===== src/rtl/display_page_scheduler.sv =====
// display_page_scheduler
//   Chooses the page shown on the 4-digit parking display and converts it to
//   BCD for the digit-scan driver. Three page sources compete: alarm page,
//   fee page (requested by exit logic) and the periodic status page. Each page
//   runs one or two 8-bit operands through an iterative double-dabble
//   converter, is published for one cycle with disp_valid, then held.
//
//   Parameters:
//     REFRESH_TICKS  cycles between status-page refreshes (2..65535)
//     FEE_DWELL      cycles the fee page is held (2..65535)
//     BLINK_TICKS    half-period of the alarm-page blink (1..65535)
//
//   Ports:
//     clk, reset        clock, synchronous active-high reset
//     vehicle_count     vehicles currently parked (6 bits)
//     available_spaces  free spaces (6 bits)
//     fee_amount        fee in whole units (8 bits)
//     fee_req           single-cycle request to show fee_amount
//     alarm             alarm level
//     current_state     parking FSM state code (3 bits)
//     disp_bcd          digits {d3,d2,d1,d0}, d0 rightmost
//     blank_mask        1 = digit blanked, bit i maps to digit i
//     disp_valid        one-cycle pulse when disp_bcd/blank_mask update
//     page_id           0 = status, 1 = fee, 2 = alarm
//     busy              high while a page is being loaded/converted/published
//
//   Build option: define LEADING_ZERO_BLANK_EN to blank leading zeros within
//   each field of the status and fee pages.
module display_page_scheduler #(
  parameter int REFRESH_TICKS = 1000,
  parameter int FEE_DWELL     = 5000,
  parameter int BLINK_TICKS   = 500
) (
  input  logic        clk,
  input  logic        reset,
  input  logic [5:0]  vehicle_count,
  input  logic [5:0]  available_spaces,
  input  logic [7:0]  fee_amount,
  input  logic        fee_req,
  input  logic        alarm,
  input  logic [2:0]  current_state,
  output logic [15:0] disp_bcd,
  output logic [3:0]  blank_mask,
  output logic        disp_valid,
  output logic [1:0]  page_id,
  output logic        busy
);

  typedef enum logic [2:0] {IDLE, LOAD, CONV, PUB, HOLD} state_t;

  localparam logic [1:0] PG_STATUS = 2'd0;
  localparam logic [1:0] PG_FEE    = 2'd1;
  localparam logic [1:0] PG_ALARM  = 2'd2;

  localparam logic [15:0] REFRESH_MAX = 16'(REFRESH_TICKS - 1);
  localparam logic [15:0] DWELL_MAX   = 16'(FEE_DWELL - 1);
  localparam logic [15:0] BLINK_MAX   = 16'(BLINK_TICKS - 1);

  state_t      state;
  logic [1:0]  page_sel;
  logic        second_op;     // status page: converting vehicle_count
  logic [2:0]  conv_cnt;
  logic [19:0] shift_reg;     // {hundreds, tens, ones, binary}
  logic [7:0]  spaces_bcd;    // tens:ones of available_spaces
  logic [15:0] refresh_cnt;
  logic [15:0] dwell_cnt;
  logic [15:0] blink_cnt;
  logic        fee_pending;
  logic        status_req;    // status owed right after reset / alarm clear

  logic [19:0] shift_nxt;
  logic [7:0]  operand;
  logic [15:0] pub_bcd;
  logic [3:0]  pub_mask;
  logic        in_flight;
  logic        status_in_flight;
  logic        preempt;

  // One double-dabble iteration: +3 on every BCD nibble >= 5, then shift left.
  function automatic logic [19:0] dd_step(input logic [19:0] s);
    logic [19:0] a;
    a = s;
    for (int i = 0; i < 3; i++) begin
      if (a[8 + 4*i +: 4] >= 4'd5)
        a[8 + 4*i +: 4] = a[8 + 4*i +: 4] + 4'd3;
    end
    return {a[18:0], 1'b0};
  endfunction

  assign shift_nxt        = dd_step(shift_reg);
  assign in_flight        = (state == LOAD) || (state == CONV) || (state == PUB);
  assign status_in_flight = in_flight && (page_sel == PG_STATUS);
  assign preempt          = in_flight && alarm && (page_sel != PG_ALARM);

  always_comb begin
    operand = 8'h00;
    case (page_sel)
      PG_STATUS: operand = second_op ? {2'b00, vehicle_count} : {2'b00, available_spaces};
      PG_FEE:    operand = fee_amount;
      PG_ALARM:  operand = {5'b00000, current_state};
      default:   operand = 8'h00;
    endcase
  end

  // Page layout, built from the result of the final conversion step.
  always_comb begin
    pub_bcd  = 16'h0000;
    pub_mask = 4'b1111;
    case (page_sel)
      PG_STATUS: begin
        pub_bcd = {shift_nxt[15:8], spaces_bcd};
`ifdef LEADING_ZERO_BLANK_EN
        pub_mask = {shift_nxt[15:12] == 4'd0, 1'b0, spaces_bcd[7:4] == 4'd0, 1'b0};
`else
        pub_mask = 4'b0000;
`endif
      end
      PG_FEE: begin
        pub_bcd = {4'h0, shift_nxt[19:8]};
`ifdef LEADING_ZERO_BLANK_EN
        pub_mask = {1'b1, shift_nxt[19:16] == 4'd0, shift_nxt[19:12] == 8'd0, 1'b0};
`else
        pub_mask = 4'b1000;
`endif
      end
      PG_ALARM: begin
        pub_bcd  = {12'h000, shift_nxt[11:8]};
        pub_mask = 4'b1110;
      end
      default: begin
        pub_bcd  = 16'h0000;
        pub_mask = 4'b1111;
      end
    endcase
  end

  always_ff @(posedge clk) begin
    if (reset) begin
      state       <= IDLE;
      page_sel    <= PG_STATUS;
      second_op   <= 1'b0;
      conv_cnt    <= 3'd0;
      shift_reg   <= 20'h00000;
      spaces_bcd  <= 8'h00;
      refresh_cnt <= 16'd0;
      dwell_cnt   <= 16'd0;
      blink_cnt   <= 16'd0;
      fee_pending <= 1'b0;
      status_req  <= 1'b1;
      disp_bcd    <= 16'h0000;
      blank_mask  <= 4'b1111;
      disp_valid  <= 1'b0;
      page_id     <= PG_STATUS;
      busy        <= 1'b0;
    end else begin
      disp_valid <= 1'b0;

      // A fee grant below overrides this set in the same cycle.
      if (fee_req)
        fee_pending <= 1'b1;

      // Refresh timer restarts on status publish and saturates while waiting.
      if (state == PUB && page_sel == PG_STATUS)
        refresh_cnt <= 16'd0;
      else if (!status_in_flight && refresh_cnt != REFRESH_MAX)
        refresh_cnt <= refresh_cnt + 16'd1;

      // Alarm blink runs from the publish cycle on.
      if ((state == PUB || state == HOLD) && page_sel == PG_ALARM) begin
        if (blink_cnt == BLINK_MAX) begin
          blink_cnt     <= 16'd0;
          blank_mask[0] <= ~blank_mask[0];
        end else begin
          blink_cnt <= blink_cnt + 16'd1;
        end
      end

      if (preempt) begin
        state     <= LOAD;
        page_sel  <= PG_ALARM;
        second_op <= 1'b0;
        busy      <= 1'b1;
      end else begin
        case (state)
          IDLE: begin
            second_op <= 1'b0;
            if (alarm) begin
              page_sel <= PG_ALARM;
              state    <= LOAD;
              busy     <= 1'b1;
            end else if (fee_pending || fee_req) begin
              page_sel    <= PG_FEE;
              fee_pending <= 1'b0;
              state       <= LOAD;
              busy        <= 1'b1;
            end else if (status_req || refresh_cnt == REFRESH_MAX) begin
              page_sel   <= PG_STATUS;
              status_req <= 1'b0;
              state      <= LOAD;
              busy       <= 1'b1;
            end
          end
          LOAD: begin
            shift_reg <= {12'h000, operand};
            conv_cnt  <= 3'd0;
            state     <= CONV;
          end
          CONV: begin
            shift_reg <= shift_nxt;
            conv_cnt  <= conv_cnt + 3'd1;
            if (conv_cnt == 3'd7) begin
              if (page_sel == PG_STATUS && !second_op) begin
                spaces_bcd <= shift_nxt[15:8];
                second_op  <= 1'b1;
                state      <= LOAD;
              end else begin
                disp_bcd   <= pub_bcd;
                blank_mask <= pub_mask;
                page_id    <= page_sel;
                disp_valid <= 1'b1;
                dwell_cnt  <= 16'd0;
                blink_cnt  <= 16'd0;
                state      <= PUB;
              end
            end
          end
          PUB: begin
            busy  <= 1'b0;
            state <= HOLD;
          end
          HOLD: begin
            case (page_sel)
              PG_FEE: begin
                if (alarm || dwell_cnt == DWELL_MAX)
                  state <= IDLE;
                else
                  dwell_cnt <= dwell_cnt + 16'd1;
              end
              PG_ALARM: begin
                if (!alarm) begin
                  status_req <= 1'b1;
                  state      <= IDLE;
                end
              end
              default: state <= IDLE;
            endcase
          end
          default: state <= IDLE;
        endcase
      end
    end
  end

endmodule


===== config.mk =====
export PLATFORM = sky130hd
export DESIGN_NAME = display_page_scheduler
export DESIGN_NICKNAME = d
export VERILOG_FILES = /design/src/rtl/display_page_scheduler.sv
export SDC_FILE = /design/constraint.sdc
export NUM_CORES = 1
export LEC_CHECK = 0
export CAP_MARGIN = 20
export CORE_ASPECT_RATIO = 0.5
export CORE_MARGIN = 2
export CORE_UTILIZATION = 60
export DETAILED_ROUTE_END_ITERATION = 7
export GPL_TIMING_DRIVEN = 0
export PLACE_DENSITY_LB_ADDON = 0.3
export SLEW_MARGIN = 10
export SYNTH_ARGS = -nofsm -noshare
export SYNTH_HDL_FRONTEND = slang
export SYNTH_SLANG_ARGS = --single-unit
export TNS_END_PERCENT = 20

===== constraint.sdc =====
create_clock -name clk -period 5 [get_ports clk]
set_input_delay 1 -clock clk [delete_from_list [all_inputs] [get_ports clk]]
set_output_delay 1 -clock clk [all_outputs]
set_load 0.05 [all_outputs]

Yosys cells after proc, flatten, opt, wreduce, memory -nomap -nowiden --
Cells that the tools add are included.
Storage, ports and cells: bits in registers 111, latch bits 0, bits in writable memories 0, bits in read-only memories 0, bits of input ports 27, memories kept 0
Operators by class: add/sub/neg operators 7, multiply operators 0, divide/modulo/power cells 0, magnitude comparators 3, eq/ne operators 29, shift-type cells 0, multiplexer cells 61, bitwise gates (word level) 5, reduce and logical (&&, ||, !) cells 39
Operators with widths (count):
- $mux 16 | 10
- $add 16x1->16 const B | 3
- $pmux 16 s3 | 1
- $pmux 20 s2 | 1
- $pmux 16 s2 | 1
- $mux 1 | 24
- $pmux 8 s3 | 1
- $mux 3 | 7
- $eq 16x10->1 const B | 1
- $eq 16x13->1 const B | 1
- $eq 16x9->1 const B | 1
- $ne 16x10->1 const B | 1
- $reduce_and 4->1 | 4
- $pmux 3 s5 | 1
- $ne 2x2->1 const B | 7
- $ge 4x3->1 const B | 3
- $mux 2 | 6
- $ne 4x4->1 const B | 3
- $pmux 3 s2 | 2
- $pmux 4 s3 | 1
- $reduce_bool 2->1 | 5
- $add 4x2->4 const B | 2
- $mux 4 | 2
- $ne 2x1->1 const B | 4
- other kinds (26) | 52

Logic depth before layout (Yosys ltp) --
Gate-level depths: netlist (run 1).
word-level depth 8, depth in mapped cells 8, mapped depth without buffers 7

Worst setup path after synthesis (run 1) --
Ideal clock, no wire load.
kind input to register, start point input port alarm, end point register dwell_cnt[14], arrival time 2.356 ns, path slack 2.574 ns, cell stages on the path 5, cells stage by stage or4b_1 -> a41oi_2 -> nand4_2 -> or3_1 -> a21oi_1
On the way: longest elaborated chain between the ends 4, elaborated cells between the ends (all ways) 6, those cells by class 1 x eq/ne; 1 x bitwise; 4 x reduce/logical
Ends and longest elaborated chain:
- start: declaration | line 40 | input logic alarm,
- branches (longest 3 deep; another with $ne 2x2->1)
- $reduce_and 6->1 (no line) *
- end signal: assignment | line 237 | dwell_cnt <= dwell_cnt + 16'd1;
- end: declaration | line 66 | logic [15:0] dwell_cnt;
Mark *: on every way between the ends. A chain may end at the register's enable or synchronous reset.

Worst setup path after layout (run 1) --
start point input port alarm, end point register disp_bcd[8]
On the way: longest elaborated chain between the ends 4
Ends and longest elaborated chain:
- $logic_and 1x1->1 (2 in a row) | line 93 | assign preempt = in_flight && alarm && (page_sel != PG_ALARM);
- $not 1->1 (no line)
- $reduce_and 4->1 (no line)
- end signal: assignment | line 217 | disp_bcd <= pub_bcd;
- end: declaration | line 42 | output logic [15:0] disp_bcd,
Every way passes these cells.

==> results of run 1 <==
==> metrics by stage <==
step	area (sq um)	worst slack [ps]	hold slack (ps)	total power [W]
2_1_floorplan	5300	2570	415	0.00103
4_1_cts	6220	1930	442	0.00175
6_report	6220	1870	441	0.00175
5_1_grt	6220	1790	463	0.00180
3_5_place_dp	5950	1580	432	0.00109
3_3_place_gp	5950	1630	426	0.00109
==> cell usage after synthesis, types with 2 or more instances <==
cell type / n / share of area (%)
sky130_fd_sc_hd__dfxtp_1: 110 / 42
sky130_fd_sc_hd__nor2_1: 87 / 6.2
sky130_fd_sc_hd__nand2_1: 49 / 3.5
sky130_fd_sc_hd__a21oi_1: 38 / 3.6
sky130_fd_sc_hd__clkbuf_1: 29 / 2.1
sky130_fd_sc_hd__xor2_1: 29 / 4.8
sky130_fd_sc_hd__nand3_1: 26 / 2.5
sky130_fd_sc_hd__a22oi_1: 20 / 2.8
sky130_fd_sc_hd__o21ai_0: 17 / 1.6
sky130_fd_sc_hd__mux2i_1: 16 / 3.0
sky130_fd_sc_hd__nor3_1: 16 / 1.5
sky130_fd_sc_hd__nand4_1: 14 / 1.7
sky130_fd_sc_hd__xnor2_1: 14 / 2.3
sky130_fd_sc_hd__a211oi_1: 13 / 1.8
sky130_fd_sc_hd__inv_1: 13 / 0.92
sky130_fd_sc_hd__ha_1: 11 / 2.6
sky130_fd_sc_hd__and3_1: 10 / 1.2
sky130_fd_sc_hd__nand2b_1: 10 / 1.2
sky130_fd_sc_hd__and4_1: 9 / 1.5
sky130_fd_sc_hd__or3_1: 9 / 1.1
sky130_fd_sc_hd__nor3b_1: 7 / 0.99
sky130_fd_sc_hd__buf_2: 6 / 0.57
sky130_fd_sc_hd__mux2_2: 6 / 1.3
sky130_fd_sc_hd__and2_1: 5 / 0.59
sky130_fd_sc_hd__nor2b_1: 5 / 0.59
sky130_fd_sc_hd__nor4b_1: 5 / 0.83
sky130_fd_sc_hd__a311oi_1: 4 / 0.66
sky130_fd_sc_hd__nor4_1: 4 / 0.47
sky130_fd_sc_hd__a22o_1: 3 / 0.50
sky130_fd_sc_hd__nand3b_1: 3 / 0.42
sky130_fd_sc_hd__o21bai_1: 3 / 0.42
sky130_fd_sc_hd__or2_2: 3 / 0.35
sky130_fd_sc_hd__a21oi_2: 2 / 0.33
sky130_fd_sc_hd__a31oi_1: 2 / 0.24
sky130_fd_sc_hd__o2111ai_1: 2 / 0.33
sky130_fd_sc_hd__o211ai_1: 2 / 0.28
==> cell families (layout without fill, tap and decap cells) <==
logic type	after synthesis	after routing	share of synthesized area (%)
adder cells (fa/ha/maj)	11	11	2.60
multiplexers	22	22	4.30
buffers and inverters	51	117	3.97
AND/OR/NAND/NOR	269	269	25.8
AO/OA/AOI/OAI	116	116	14.7
flip-flops	110	110	41.6
XOR/XNOR	43	43	7.11
==> power by group through the flow <==
| stage | Clock, W | Sequential (W) | Combinational, W |
|---|---|---|---|
| 2_1_floorplan | 0 | 0.000928 | 0.000107 |
| 3_3_place_gp | 0 | 0.000928 | 0.000161 |
| 3_5_place_dp | 0 | 0.000929 | 0.000164 |
| 4_1_cts | 0.000674 | 0.000909 | 0.000166 |
| 5_1_grt | 0.000708 | 0.000912 | 0.000184 |
| 6_report | 0.000671 | 0.000909 | 0.000168 |
==> area by class of cell <==
type / instances / area (sq um)
inverters: 13 / 48.8
fillers: 666 / 2430
plain buffers: 38 / 161
flip-flops and latches: 110 / 2200
clock inverters: 7 / 47.5
well taps: 117 / 146
repair buffers: 50 / 500
multi-input cells: 461 / 2890
clock buffers: 9 / 225
==> layer usage <==
metal / part of all wire (%) / GRT usage (%)
met1: 46 / 34.5
met2: 47 / 42.7
met3: 5.9 / 6.46
met4: 1.0 / 5.15
met5: 0 / 0
==> critical path, delay by kind of cell <==
kind,cells,cell delay [ps]
buffers and inverters,4,1330
AO/OA/AOI/OAI,3,830
AND/OR/NAND/NOR,1,200
==> final timing paths <==
kind	endpoint	startpoint	slack [ps]	depth (start not counted)
max	disp_bcd[8]	alarm	1870	8
min	disp_bcd[1]	disp_bcd[1]	440	2
max reg2reg	blink_cnt[14]	page_sel[0]	2550	7
min reg2reg	disp_bcd[1]	disp_bcd[1]	440	2
==> results.md, run 1 <==
- The flow ran to the end, and the final reports show no timing, DRC or antenna violations.
- The maximum fanout encountered on the critical timing path is 10.
- The worst setup path is launched from a primary input.
- The worst clock skew is roughly 10 ps.
- The number of endpoints with negative hold slack in the final report is 0.
- The estimated wirelength of the detail-placed design is around 8.6 mm.
- STA puts the critical path data required time at 5240 ps.
- Headroom to the max-slew limit came out at approximately half.
- The detailed-route wire length per cell is between 10 and 15 um.
- The count of synthesis-stage warnings from yosys is 0.
- The via count of the first global-routing pass was 4310.
- After detailed routing, the number of remaining DRC violations is 0.
- The number of design-rule violations left by the first detailed-router iteration is 299.
- Clock tree synthesis inserted a total of 9 buffers.
- In the finished design, the share of the clock period the worst path needs comes to 62.6%.
- The routed layout has between 4k and 5k vias.
- Power spread over the standard cell area amounts to roughly 280 nW/um^2.
- The count of nets left with antenna violations once routing finished came out at 0.
- The proportion of power drawn by combinational gates is 9.6%.
- The signal on the critical path passes through clkdlybuf4s50_1 -> clkbuf_1 -> inv_1 -> o21ai_1 -> nor4_2 -> buf_2 -> a22oi_1 -> o21ai_0.
- From left edge to right edge, the die measures ~140 um.
- The combined area of all synthesized cells is 5300 sq um.
- Per report_power, the clock group accounts for 38.4% of the total.
- The flip-flop and latch count after synthesis is 110.
- Based on the critical path, the design can be clocked at up to 0.320 GHz.
- The fraction of final layout cells sized beyond drive strength 1 is 6.25%.
- For this configuration, the core starts out at a cell density of 61.3%.
- STA classifies the critical path endpoint as a register.
- After clock tree synthesis, the clock-pin slew on the worst setup and hold paths is around 80 ps.
- The number of distinct standard cells referenced by the synthesized netlist is 56.
- The synthesized design contains 0 enable-type register cells.
- The initial antenna violation count was 0.
- The library cells used most frequently in the layout, excluding fill and tap cells, are 110 x sky130_fd_sc_hd__dfxtp_1, 87 x sky130_fd_sc_hd__nor2_1, 50 x sky130_fd_sc_hd__clkdlybuf4s50_1, 49 x sky130_fd_sc_hd__nand2_1, 38 x sky130_fd_sc_hd__a21oi_1.
- The worst setup path is of the in -> reg kind.
- Including well taps, the total number of placed cells is just under 800.
- 51 I/O pins were placed.
- The leading cell type in the layout, fill and taps excluded is sky130_fd_sc_hd__dfxtp_1.
- The floorplan has 24 rows.
- The height of the die is 70.5 um.
- In the final timing run, aggregate negative setup slack is 0 ps.
- For this design, the sink count on the clock tree is 110.
- The switching power summed over all nets is between 0.0004 and 0.0005 W.
- The H-tree generated during clock tree synthesis spans 3 levels.
- Setup repair after global routing left no endpoint under its margin.
- The first-pass GRT wire length is 19.9 mm.
- Clock tree synthesis selected as its root buffer the cell sky130_fd_sc_hd__clkbuf_16.
- The clock passes through at most 2 buffers.
- The setup fix buffers added after clock tree synthesis is 0.
- The final critical-path required period is 3130 ps.
- The later-pin clock latency in the skew report is approximately 350 ps.
- The average instance in the mapped netlist occupies 8.52 sq um.
- Across the VDD grid, the largest voltage drop is 210 uV.
- Compared with the post-synthesis result, the final layout area differs by 17.4%.
- For this design, the slowest cell found on the critical path is sky130_fd_sc_hd__o21ai_1.
- The analysis attributes to cell leakage a power of 2.19 nW.
- The count of buffers inserted at the top-level ports is 50.
- The biggest cell delay along the critical path is 590 ps.
- The ratio of routed vias to standard cells is 5.75.
- The core region is 8650 sq um.
- The floorplan step defined a die boundary enclosing between 9000 and 10000 sq um.
- Data on the critical path arrives at its endpoint at 3360 ps.
- The hold buffer count at cts is 0.
- The antenna diode count is 0.
- Routability-driven placement finished with a final weighted congestion of 0.941.
- The number of flip-flops under the largest register name is 20.
- Cells fill 71.9% of the core in the end.
- The residual overflow from global routing is 0.
- The number of pins exceeding their max-slew limit in the final report was 0.
- The class of the worst hold path is reg -> reg.
- The number of maximum-capacitance constraint violations is 0.
- The actual transition at the worst max-transition pin is 758 ps.
- The sequential element share of the synthesized area is 41.6%.
- Gates resized during post-CTS repair numbered 0.
- Leaving out filler cells and counting taps, the final layout contains 805.
- TritonCTS built the clock tree.
- Among all flip-flop cells after synthesis, the most frequent one is sky130_fd_sc_hd__dfxtp_1.
- The synthesized net count is 660.
- The post-detailed-routing wire length is 12.0 mm.
- The number of nets in the layout is 721.
- Setup violations remaining at the end of the flow were counted as 0.
- After synthesis, the share of flip-flops with an asynchronous set or reset is 0%.
- Net switching is 25.7% of the power.
- Entering global routing, the biggest net connects 19 pins.
- The gate count of the mapped netlist is slightly above 600.
- The total routing usage reported by global routing is 25.8%.
- Cell internal power was estimated by the tool at 0.00130 W.
- The sequential share of power is a little over half.
- The count of TritonRoute iterations in the first routing pass is 6.
Note: power is estimated with default switching activity, not from simulation.
==> inputs of run 2 (changes only) <==
--- a/config.mk
+++ b/config.mk
@@ -8,7 +8,7 @@
 export CAP_MARGIN = 20
 export CORE_ASPECT_RATIO = 0.5
 export CORE_MARGIN = 2
-export CORE_UTILIZATION = 60
+export CORE_UTILIZATION = 52
 export DETAILED_ROUTE_END_ITERATION = 7
 export GPL_TIMING_DRIVEN = 0
 export PLACE_DENSITY_LB_ADDON = 0.3
==> constraint.sdc (replaced) <==
create_clock -name clk -period 2.6 [get_ports clk]
set_input_delay 0.52 -clock clk [delete_from_list [all_inputs] [get_ports clk]]
set_output_delay 0.52 -clock clk [all_outputs]
set_load 0.05 [all_outputs]
==> results.md, run 2 (synthesis results as in run 1) <==
- The run finished with clean final reports.
- In the layout the commonest cells are 110 x sky130_fd_sc_hd__dfxtp_1, 87 x sky130_fd_sc_hd__nor2_1, 50 x sky130_fd_sc_hd__clkdlybuf4s50_1, 49 x sky130_fd_sc_hd__nand2_1, 38 x sky130_fd_sc_hd__a21oi_1.
- The estimated wirelength of the detail-placed design is 8.91 mm.
- The number of design-rule violations left by the first detailed-router iteration is 281.
- The data arrival time of the critical path is between 2000 and 3000 ps.
- In this run the post-CTS setup repair buffer count came out at 0.
- STA classifies the critical path startpoint as a primary input.
- The path depth of the worst reg2reg path is 8.
- In the final routed layout, each cell accounts on average for 15.1 um.
- The effective utilization at floorplan is 54.8%.
- The die is around 75 um tall.
- Global routing finished with a remaining overflow of 0.
- Clock tree synthesis inserted a total of 9 buffers.
- Power spread over the standard cell area amounts to 562 nW/um^2.
- On the final layout, the worst clock skew is approximately 6.5 ps.
- The worst path meets setup with 121 ps of slack.
- Setup repair after global routing could not meet its margin everywhere.
- The total DRC errors in the routed layout is 0.
- The worst slack after detailed placement is -317 ps.
- At the end of the flow, the number of nets in the layout was 721.
- TritonCTS built the clock tree.
- The pin count of the biggest net entering global routing is 17.
- Setup violations remaining at the end of the flow were counted as 0.
- For the finished layout, the period the worst path requires is 2480 ps.
- The first global-routing pass estimated 20.3 mm of wire.
- The relative max-transition margin is 54.9%.
- After floorplanning, the core was divided into 25 placement rows.
- Registers take about 2200 sq um.
- The worst path required time is 2870 ps.
- For this run, the total global-route usage over all layers was measured as 23.0%.
- The final clock period utilization by the worst path is 95.4%.
- Broken down by cell family, the worst path's largest delay share belongs to buffers and inverters.
- The H-tree generated during clock tree synthesis spans 3 levels.
- The leakage dissipation is ~2.2 nW.
- The area growth from synthesis to final layout is 18.5%.
- The class of the worst hold path is reg -> reg.
- For flop-to-flop paths, the worst setup slack is 270 ps.
- The total die area is 11100 sq um.
- The fraction of final layout cells sized beyond drive strength 1 is 6.26%.
- In this run the worst path has a maximum fanout of 10.
- For this design, the slowest cell found on the critical path is sky130_fd_sc_hd__clkdlybuf4s50_1.
- The clock net in this run drives a total of 110 sinks.
- The via count is ~4.7k.
- The maximum count of clock buffers along a single path is 2.
- The endpoint class of the critical path is a register.
- The number of pins exceeding their max-slew limit in the final report is 0.
- The clock tree root buffer cell is sky130_fd_sc_hd__clkbuf_16.
- The number of endpoints with negative hold slack in the final report is 0.
- The fill cell instance count of the final layout is just over 800.
- For this design the top-level I/O count stands at about 50.
- In this design, the stage delay of the slowest critical-path cell is between 500 and 600 ps.
- The count of buffers inserted at the top-level ports is 50.
- For the pin with the worst max-slew slack, the measured transition is approximately 680 ps.
- The first detailed-routing pass ran for 5 iterations.
- Summing internal, switching and leakage power gives 0.00353 W.
- The number of flip-flops under the largest register name is 20.
- By startpoint and endpoint, the worst setup path is classified as in -> reg.
- The leading cell type in the layout, fill and taps excluded is sky130_fd_sc_hd__dfxtp_1.
- In the final timing run, aggregate negative setup slack is 0 ps.
- Based on the critical path, the design can be clocked at up to between 0.4 and 0.5 GHz.
- The repair_antennas step left the layout with diodes totalling 0.
- The critical path contains buffers and inverters numbering 4 combined.
- The initial antenna violation count was 0.
- After detailed routing, the number of vias per cell comes to 5.66.
- The number of stages on the worst setup path is 8.
- The count of nets left with antenna violations after detail routing is 0.
- The placer congestion estimate is 0.856.
- The final layout contains routed wiring with a total length of 12.4 mm.
- The die width is 147 um.
- The via count of the first global-routing pass came to 4234.
- Walking the worst path, the cells encountered are clkdlybuf4s50_1 -> clkbuf_1 -> inv_1 -> nor2_1 -> or3_1 -> clkbuf_1 -> nand2_1 -> a21oi_1.
- The clock transition at the registers of the reported paths is about 70 ps.
- Max-cap violations in this run came to 0.
- The worst hold path was traced through 2 stages.
- The area of the multi-input gates is 2890 sq um.
- The later pin in the worst-skew pair is clocked with a latency of 350 ps.
- Measured on the finished design, the core utilization comes to between 60% and 70%.
- IR analysis of the VDD net gives a maximum drop of 366 uV.
- The core region is 9670 sq um.
- The dominant cell type by count on the critical path is sky130_fd_sc_hd__clkbuf_1.
run 2: cell count changes in the layout (fill, tap and decap cells not counted):
| cell | previous run | this run |
|---|---|---|
| sky130_fd_sc_hd__o21ai_1 | 1 | 0 |
| sky130_fd_sc_hd__clkbuf_1 | 29 | 30 |
| sky130_fd_sc_hd__inv_6 | 2 | 0 |
| sky130_fd_sc_hd__clkinvlp_4 | 2 | 1 |
| sky130_fd_sc_hd__nor2b_1 | 5 | 4 |
| sky130_fd_sc_hd__clkinv_2 | 3 | 1 |
| sky130_fd_sc_hd__o21ai_2 | 1 | 2 |
| sky130_fd_sc_hd__clkbuf_2 | 0 | 1 |
| sky130_fd_sc_hd__nor2b_2 | 0 | 1 |
| sky130_fd_sc_hd__bufinv_16 | 0 | 2 |
run 2: power breakdown:
part / internal, W / switching, W
Clock: 0.000839 / 0.000612
Combinational: 0.000128 / 0.000199
Sequential: 0.00172 / 0.0000298
run 2: worst min-delay path: cells and delay by family, from the launching register on:
family / cells / cell delay, ps
AND/OR/NAND/NOR: 2 / 90
flip-flops: 1 / 310
run 2: final timing paths:
kind                                     from            to
worst max register to register    page_sel[1]  shift_reg[4]
worst min-delay path            spaces_bcd[6]   disp_bcd[6]
worst min register to register  spaces_bcd[6]   disp_bcd[6]
worst max-delay path                    alarm  shift_reg[0]
run 2: final cells by class:
| type | count | share of cell area, % |
|---|---|---|
| buffer | 38 | 2.59 |
| multi-input combinational | 461 | 46.1 |
| clock inverter | 4 | 1.16 |
| clock buffer | 11 | 3.71 |
| timing repair buffer | 50 | 7.97 |
| tap | 135 | 2.69 |
| inverter | 13 | 0.777 |
| sequential | 110 | 35.1 |
run 2: routing by layer:
| metal | vias up | routed length, um | global-route usage, % |
|---|---|---|---|
| met3 | 16 | 664 | 4.85 |
| li1 | 2323 | - | - |
| met4 | 0 | 163 | 7.55 |
| met5 | - | 0 | 0 |
| met1 | 2202 | 6040 | 30.7 |
| met2 | 112 | 5550 | 38.3 |
run 2: what timing repair did:
| action | in CTS | in global routing |
|---|---|---|
| hold buffers | 0 | 0 |
| resized for setup | 0 | 4 |
| endpoints found under the setup margin | 0 | 27 |
run 2: metrics by stage:
step	hold WS, ps	instance area (sq um)	std cells
finish	436	6280	822
global route	456	6280	822
CTS	439	6270	822
detailed placement	429	5970	807
global placement	426	5970	807
floorplan	415	5300	622
==> inputs of run 3 (changes only) <==
--- a/config.mk
+++ b/config.mk
@@ -9,6 +9,7 @@
 export CORE_ASPECT_RATIO = 0.5
 export CORE_MARGIN = 2
 export CORE_UTILIZATION = 52
+export CTS_CLUSTER_DIAMETER = 150
 export DETAILED_ROUTE_END_ITERATION = 7
 export GPL_TIMING_DRIVEN = 0
 export PLACE_DENSITY_LB_ADDON = 0.3
==> results of run 3 <==
The final DEF is identical to that of run 2; final timing and power are the same.
